## config.mk

```make
export PLATFORM = sky130hd
export DESIGN_NAME = booth_product_accumulator
export DESIGN_NICKNAME = d
export VERILOG_FILES = /design/src/rtl/booth_pkg.sv /design/src/rtl/booth_sat_add.sv /design/src/rtl/booth_product_accumulator.sv
export SDC_FILE = /design/constraint.sdc
export NUM_CORES = 1
export LEC_CHECK = 0
export CORE_ASPECT_RATIO = 1.5
export CORE_MARGIN = 5
export CORE_UTILIZATION = 35
export DETAILED_ROUTE_END_ITERATION = 8
export SYNTH_ARGS = -nofsm -noshare
export SYNTH_HDL_FRONTEND = slang
export SYNTH_SLANG_ARGS = --single-unit
export TNS_END_PERCENT = 30
```

## constraint.sdc

```tcl
create_clock -name clk -period 5.2 [get_ports clk]
set_input_delay 1.04 -clock clk [delete_from_list [all_inputs] [get_ports clk]]
set_output_delay 1.04 -clock clk [all_outputs]
set_load 0.02 [all_outputs]
```

## src/rtl/booth_pkg.sv

```systemverilog
// booth_pkg: shared state type and default widths for the Booth MAC datapath
package booth_pkg;
  typedef enum logic [1:0] {IDLE, ACCUM, DONE} state_t;
  localparam int PROD_W_DEF = 8;
  localparam int ACC_W_DEF  = 16;
  localparam int LEN_W_DEF  = 4;
endpackage

```

## src/rtl/booth_sat_add.sv

```systemverilog
// booth_sat_add: combinational signed adder with overflow flag;
// saturates instead of wrapping when BOOTH_ACC_SAT_EN is defined
module booth_sat_add #(
  parameter int W = 16
) (
  input  logic signed [W-1:0] a,
  input  logic signed [W-1:0] b,
  output logic signed [W-1:0] sum,
  output logic                ovf
);
  logic signed [W-1:0] raw;
  assign raw = a + b;
  assign ovf = (a[W-1] == b[W-1]) && (raw[W-1] != a[W-1]);
`ifdef BOOTH_ACC_SAT_EN
  // clamp toward the shared operand sign
  assign sum = ovf ? (a[W-1] ? {1'b1, {(W-1){1'b0}}} : {1'b0, {(W-1){1'b1}}}) : raw;
`else
  assign sum = raw;
`endif
endmodule

```

## src/rtl/booth_product_accumulator.sv

```systemverilog
// booth_product_accumulator: sums a run of signed products and hands the total downstream.
// Optional BOOTH_ACC_SAT_EN makes the accumulator saturate on overflow.
module booth_product_accumulator
  import booth_pkg::*;
#(
  parameter int PROD_W = PROD_W_DEF,
  parameter int ACC_W  = ACC_W_DEF,
  parameter int LEN_W  = LEN_W_DEF
) (
  input  logic                     clk,
  input  logic                     rst_n,
  input  logic                     start,
  input  logic        [LEN_W-1:0]  len,
  input  logic                     prod_valid,
  output logic                     prod_ready,
  input  logic signed [PROD_W-1:0] prod_data,
  output logic                     res_valid,
  input  logic                     res_ready,
  output logic signed [ACC_W-1:0]  res_data,
  output logic                     busy,
  output logic                     overflow
);
  state_t state, state_nx;
  logic [LEN_W-1:0] cnt;
  logic signed [ACC_W-1:0] acc, ext, sum;
  logic add_ovf, ovf, accept;
  assign ext    = ACC_W'(prod_data);
  assign accept = prod_valid && state == ACCUM;
  booth_sat_add #(.W(ACC_W)) u_add (
    .a   (acc),
    .b   (ext),
    .sum (sum),
    .ovf (add_ovf)
  );
  always_comb begin
    state_nx = state;
    unique case (state)
      IDLE:    if (start) state_nx = (len == '0) ? DONE : ACCUM;
      ACCUM:   if (prod_valid && cnt == LEN_W'(1)) state_nx = DONE;
      DONE:    if (res_ready) state_nx = IDLE;
      default: state_nx = IDLE;
    endcase
  end
  always_ff @(posedge clk) begin
    if (!rst_n) state <= IDLE;
    else        state <= state_nx;
  end
  // accumulator is left untouched after a run so the last sum stays visible
  always_ff @(posedge clk) begin
    if (!rst_n) begin
      acc <= '0;
      cnt <= '0;
      ovf <= 1'b0;
    end else if (state == IDLE && start) begin
      acc <= '0;
      cnt <= len;
      ovf <= 1'b0;
    end else if (accept) begin
      acc <= sum;
      cnt <= cnt - 1'b1;
      ovf <= ovf | add_ovf;
    end
  end
  assign prod_ready = state == ACCUM;
  assign res_valid  = state == DONE;
  assign busy       = state != IDLE;
  assign res_data   = acc;
  assign overflow   = ovf;
endmodule

```

==> results of run 1 <==
==> final cells by class <==
cell class,instances,share of cell area
multi-input combinational,186,0.552
clock buffer,4,0.0208
timing repair buffer,36,0.166
sequential,23,0.212
inverter,6,0.0104
tap,66,0.0381
==> cells in the final DEF (no fill, tap or decap), drive strengths merged, types with 3 or more instances in the layout <==
master / instances
nand3: 10
a21oi: 29
ha: 17
a21o: 7
xor2: 5
clkbuf: 4
nand2: 38
a211oi: 3
clkdlybuf4s50: 36
xnor2: 8
nand4: 3
inv: 6
dfxtp: 23
and2: 4
nor2: 16
o21ai: 12
nor2b: 5
nor3: 3
==> registers in the layout, summed over array words and instances, names as in the netlist <==
| signal | flops |
|---|---|
| cnt | 4 |
| res_data | 16 |
| state | 2 |
| overflow | 1 |
==> power by group through the flow <==
| stage | registers (mW) | logic (mW) | clock network, mW |
|---|---|---|---|
| 2_1_floorplan | 0.203 | 0.0916 | 0 |
| 5_1_grt | 0.197 | 0.162 | 0.128 |
| 3_5_place_dp | 0.199 | 0.146 | 0 |
| 3_3_place_gp | 0.199 | 0.146 | 0 |
| 6_report | 0.195 | 0.145 | 0.113 |
| 4_1_cts | 0.195 | 0.147 | 0.120 |
==> logic make-up after synthesis <==
group                      after synthesis
and+or+nand+nor                         87
AOI/OAI and AO/OA                       66
DFF                                     23
adders and majority gates               18
xor gates and xnor gates                13
buffers and inverters                   13
muxes                                    2
==> routing by layer <==
metal | track usage | routed length (um) | up-vias
met2 | 0.263 | 2240 | 41
met4 | 0.0372 | 49 | 0
li1 | - | - | 859
met1 | 0.166 | 1930 | 755
met3 | 0.0189 | 198 | 5
met5 | 0 | 0 | -
==> worst max-delay path, stage by stage <==
cell and delay (ps):
clkdlybuf4s50_1 660, ha_1 520, a21oi_1 240, o21ai_0 160
a2111oi_0 340, o21ai_1 140, xor2_1 140, nand2_1 60
a21oi_1 160
==> final timing paths <==
path	start	to	slack, ps	cells past startpoint
max reg2reg	res_data[0]	res_data[14]	2840	9
min reg2reg	overflow	overflow	460	1
max	prod_data[7]	res_data[14]	1910	9
min	overflow	overflow	460	1
==> metrics by stage <==
stage / util / std cells / hold slack [ps] / cell area [um2]
6_report: 0.454 / 321 / 460 / 2170
5_1_grt: 0.454 / 321 / 492 / 2170
4_1_cts: 0.454 / 321 / 468 / 2170
3_5_place_dp: 0.445 / 317 / 447 / 2120
3_3_place_gp: 0.445 / 317 / 445 / 2120
2_1_floorplan: - / 222 / 468 / 1710
==> results.json, run 1 <==
{
  "status": "complete, no violations",
  "drt-pass1-iter-count": 4,
  "total_leakage_power_nw": 0.875,
  "p_sw_frac": 0.329,
  "setup.worst_path.end_class": "register",
  "drv_slew": 0,
  "period_minus_slack_ps": 3290,
  "synthAdderAreaFrac": 0.136,
  "grt_use_total": 0.142,
  "synthArstFlopShare": 0,
  "hold_buffers": 0,
  "seq_area_frac_synth": 0.270,
  "synth_area_um2": 1710,
  "switchingPower_mw": 0.149,
  "cts_resized": 0,
  "clock_latency_ps": 270,
  "setup_ws_ps": 1910,
  "drive_above_1_share": 0.0314,
  "h-tree-depth": 1,
  "synth_nets": 257,
  "multiInputGateArea_um2": 1200,
  "clock_sinks": 23,
  "tns_ps": 0,
  "cts_buffer_depth": 2,
  "crit_fanout": 12,
  "dieHeight_um": 95.6,
  "synth-simple-area-share": 0.237,
  "synth-edff-count": 0,
  "n_antenna_cell": 0,
  "place.port_buffers": 36,
  "drc": 0,
  "grt_pass1_vias": 1597,
  "worstPathArrival_ps": 3480,
  "route.antenna.remaining_nets": 0,
  "viasPerCell": 5.17,
  "root_buffer": "clkbuf_8",
  "slew_headroom": 0.490,
  "place_congestion": 0.854,
  "worst_pin_slew_ps": 765,
  "ys_seq_elements": 23,
  "syn2layout_area_growth_pct": 27.0,
  "die_area_um2": 6410,
  "place_ws_ps": 1620,
  "yosys_most_used_dff": "dfxtp_1",
  "yosys_warnings": 0,
  "ir_worst_vdd_uv": 73.3,
  "fill_cells": 495,
  "coreArea_um2": 4770,
  "synthXorXnorAreaFrac": 0.0667,
  "drt_iter0_drc": 78,
  "synth_top_area_frac": 0.270,
  "synth_area_per_cell_um2": 7.69,
  "synth_top_family_by_area": "compound AO/OA/AOI/OAI gates",
  "seqPwrFrac": 0.430,
  "p_per_area_nw_per_um2": 209,
  "intPower_mw": 0.305,
  "rows": 31,
  "final_nets": 291,
  "io_pins": 37,
  "antenna_found_initial": 0,
  "fp.dieW_um": 67.0,
  "crit_type": "in2reg",
  "synth_cells": 222,
  "hold_path_class": "reg2reg",
  "synth_common_cells": "38 x nand2_1, 29 x a21oi_1, 23 x dfxtp_1",
  "start_util": 0.358,
  "ys_types": 43,
  "synth_compound_gate_area_share": 0.250,
  "finalCritPeriodShare": 0.632,
  "wl_um": 4410,
  "hold_viol_final": 0,
  "postCtsSetupRepairBufs": 0,
  "routedWlPerCell_um": 13.7,
  "clkPwrFrac": 0.250,
  "cts-buffers-inserted": 3,
  "overflow": 0,
  "dpl.hpwl_um": 3340,
  "ys_top_cells_by_area": "dfxtp_1 27%, ha_1 12%, a21oi_1 8.5%",
  "finalPower_mw": 0.454,
  "skew_ps": 5.18,
  "muxShareOfSynthArea": 0.0117,
  "rsz0062_at_grt": "no",
  "cp-start-kind": "primary input",
  "fmax_mhz": 304,
  "maxCapViolations": 0,
  "route.vias.total": 1660,
  "synth_most_common_cell": "nand2_1",
  "cts_tree": "done",
  "seqCellArea_um2": 460,
  "critPathRequiredTime_ps": 5390,
  "power_frac_comb": 0.320,
  "grt_pass1_wl_um": 7040,
  "synth_top_area_cell": "dfxtp_1",
  "clk_pin_slew_ps": 80,
  "grt_max_degree": 21,
  "finalSetupViolCount": 0
}
Power figures use the tool's default switching activity.
==> inputs of run 2 (changes only) <==
clock period = 2.7 ns   (was 5.2 ns; I/O delays follow)
==> run 2 against run 1 <==
Against the previous run: non-clock buffer count up 27; setup slack got worse by 1800 ps; combinational power grew 120%; clock power is 93% higher; worst hold slack gained 2.9 ps; sequential share of layout area down 1.9 points; critical endpoint is now res_data[12]; largest power group unchanged.
==> results.json, run 2 (synthesis gave the netlist of run 1 again) <==
{
  "rsz0062_at_grt": "no",
  "dieHeight_um": 95.6,
  "fill_cells": 496,
  "finalSetupViolCount": 0,
  "cp-start-kind": "primary input",
  "coreArea_um2": 4770,
  "p_per_area_nw_per_um2": 384,
  "power_frac_comb": 0.348,
  "viasPerCell": 4.96,
  "die_area_um2": 6410,
  "cts_tree": "done",
  "status": "complete, no violations",
  "cts-buffers-inserted": 3,
  "place.port_buffers": 36,
  "antenna_found_initial": 0,
  "largest_register_ffs": 16,
  "ir_worst_vdd_uv": 175,
  "worstPathArrival_ps": 2740,
  "clock_sinks": 23,
  "fin_util": 0.498,
  "mostFrequentLayoutCell": "nand2_1",
  "multiInputGateArea_um2": 1200,
  "drt_iter0_drc": 49,
  "total_leakage_power_nw": 0.998,
  "drt-pass1-iter-count": 4,
  "seqPwrFrac": 0.413,
  "dpl.hpwl_um": 3570,
  "grt_pass1_wl_um": 7290,
  "drive_above_1_share": 0.131,
  "finalCritPeriodShare": 0.956,
  "hold_path_class": "reg2reg",
  "route.antenna.remaining_nets": 0,
  "mostFrequentLayoutCells": "38 x nand2_1, 36 x clkdlybuf4s50_1, 29 x a21oi_1, 27 x buf_4, 23 x dfxtp_1",
  "hold_viol_final": 0,
  "p_sw_frac": 0.322,
  "routedWlPerCell_um": 12.8,
  "switchingPower_mw": 0.294,
  "fp.dieW_um": 67.0,
  "clk_pin_slew_ps": 80,
  "crit_type": "in2reg",
  "route.vias.total": 1727,
  "seqCellArea_um2": 460,
  "grt_pass1_vias": 1693,
  "n_antenna_cell": 0,
  "h-tree-depth": 1,
  "maxCapViolations": 0,
  "root_buffer": "clkbuf_8",
  "io_pins": 37,
  "tns_ps": 0,
  "fmax_mhz": 387,
  "grt_max_degree": 15,
  "clock_latency_ps": 260,
  "overflow": 0,
  "wl_um": 4470,
  "place_congestion": 0.862,
  "rows": 31,
  "intPower_mw": 0.618,
  "drv_slew": 0,
  "clkPwrFrac": 0.239,
  "slew_headroom": 0.717,
  "drc": 0,
  "hold_buffers": 0,
  "start_util": 0.358,
  "worst_pin_slew_ps": 418,
  "skew_ps": 1.38,
  "period_minus_slack_ps": 2580,
  "grt_use_total": 0.146,
  "crit_fanout": 5,
  "syn2layout_area_growth_pct": 39.1,
  "cts_buffer_depth": 2,
  "setup.worst_path.end_class": "register",
  "critPathRequiredTime_ps": 2860,
  "final_nets": 318
}
[run 2: cell types whose count changed in the layout (fill, tap and decap cells not counted), sizes merged]
cell	previous run	this run
buf	0	27
[run 2: worst paths after layout]
kind	start	end	slack, ps	depth (start not counted)
setup reg to reg	res_data[0]	res_data[12]	480	9
hold reg to reg	overflow	overflow	460	1
hold / removal	overflow	overflow	460	1
setup / recovery	prod_data[0]	res_data[12]	120	10
[run 2: timing repair]
| item | CTS | global route |
|---|---|---|
| gates resized for setup | 0 | 2 |
| setup buffers | 0 | 0 |
| endpoints found under the setup margin | 0 | 4 |
[run 2: cell type report]
type,instances,share of cell area
well taps,66,0.0348
clock buffers,4,0.0190
repair buffers,63,0.237
inverters,6,0.00948
flip-flops and latches,23,0.194
multi-input cells,186,0.506
[run 2: per-stage QoR]
step / cells / hold slack, ps / area, um2 / setup slack, ps / total power [mW]
CTS: 348 / 469 / 2370 / 14.3 / 0.926
floorplan: 222 / 468 / 1710 / 241 / 0.567
global route: 348 / 506 / 2380 / 16.4 / 0.981
global placement: 344 / 443 / 2330 / -239 / 0.702
detailed placement: 344 / 447 / 2330 / -271 / 0.704
finish: 348 / 463 / 2380 / 118 / 0.912
[run 2: critical path: stages]
cell             delay [ps]
clkdlybuf4s50_1         410
ha_2                    200
fa_2                    350
a21o_1                  170
a21o_4                  230
a2111oi_2               350
or3_4                   190
o221ai_2                100
xnor2_1                 140
o21ai_1                  70
[run 2: per-layer routing]
layer	up-vias	part of all wire	GRT usage
met5	-	0	0
met4	0	0.0060	0.0305
met3	2	0.036	0.0189
met2	22	0.53	0.279
met1	795	0.43	0.168
li1	908	-	-
[run 2: power by group through the flow]
stage	logic [mW]	registers (mW)	clock network, mW
after global routing	0.355	0.379	0.246
final	0.318	0.376	0.218
after detailed placement	0.320	0.385	0
after floorplan	0.176	0.391	0
after global placement	0.318	0.384	0
after CTS	0.321	0.377	0.228
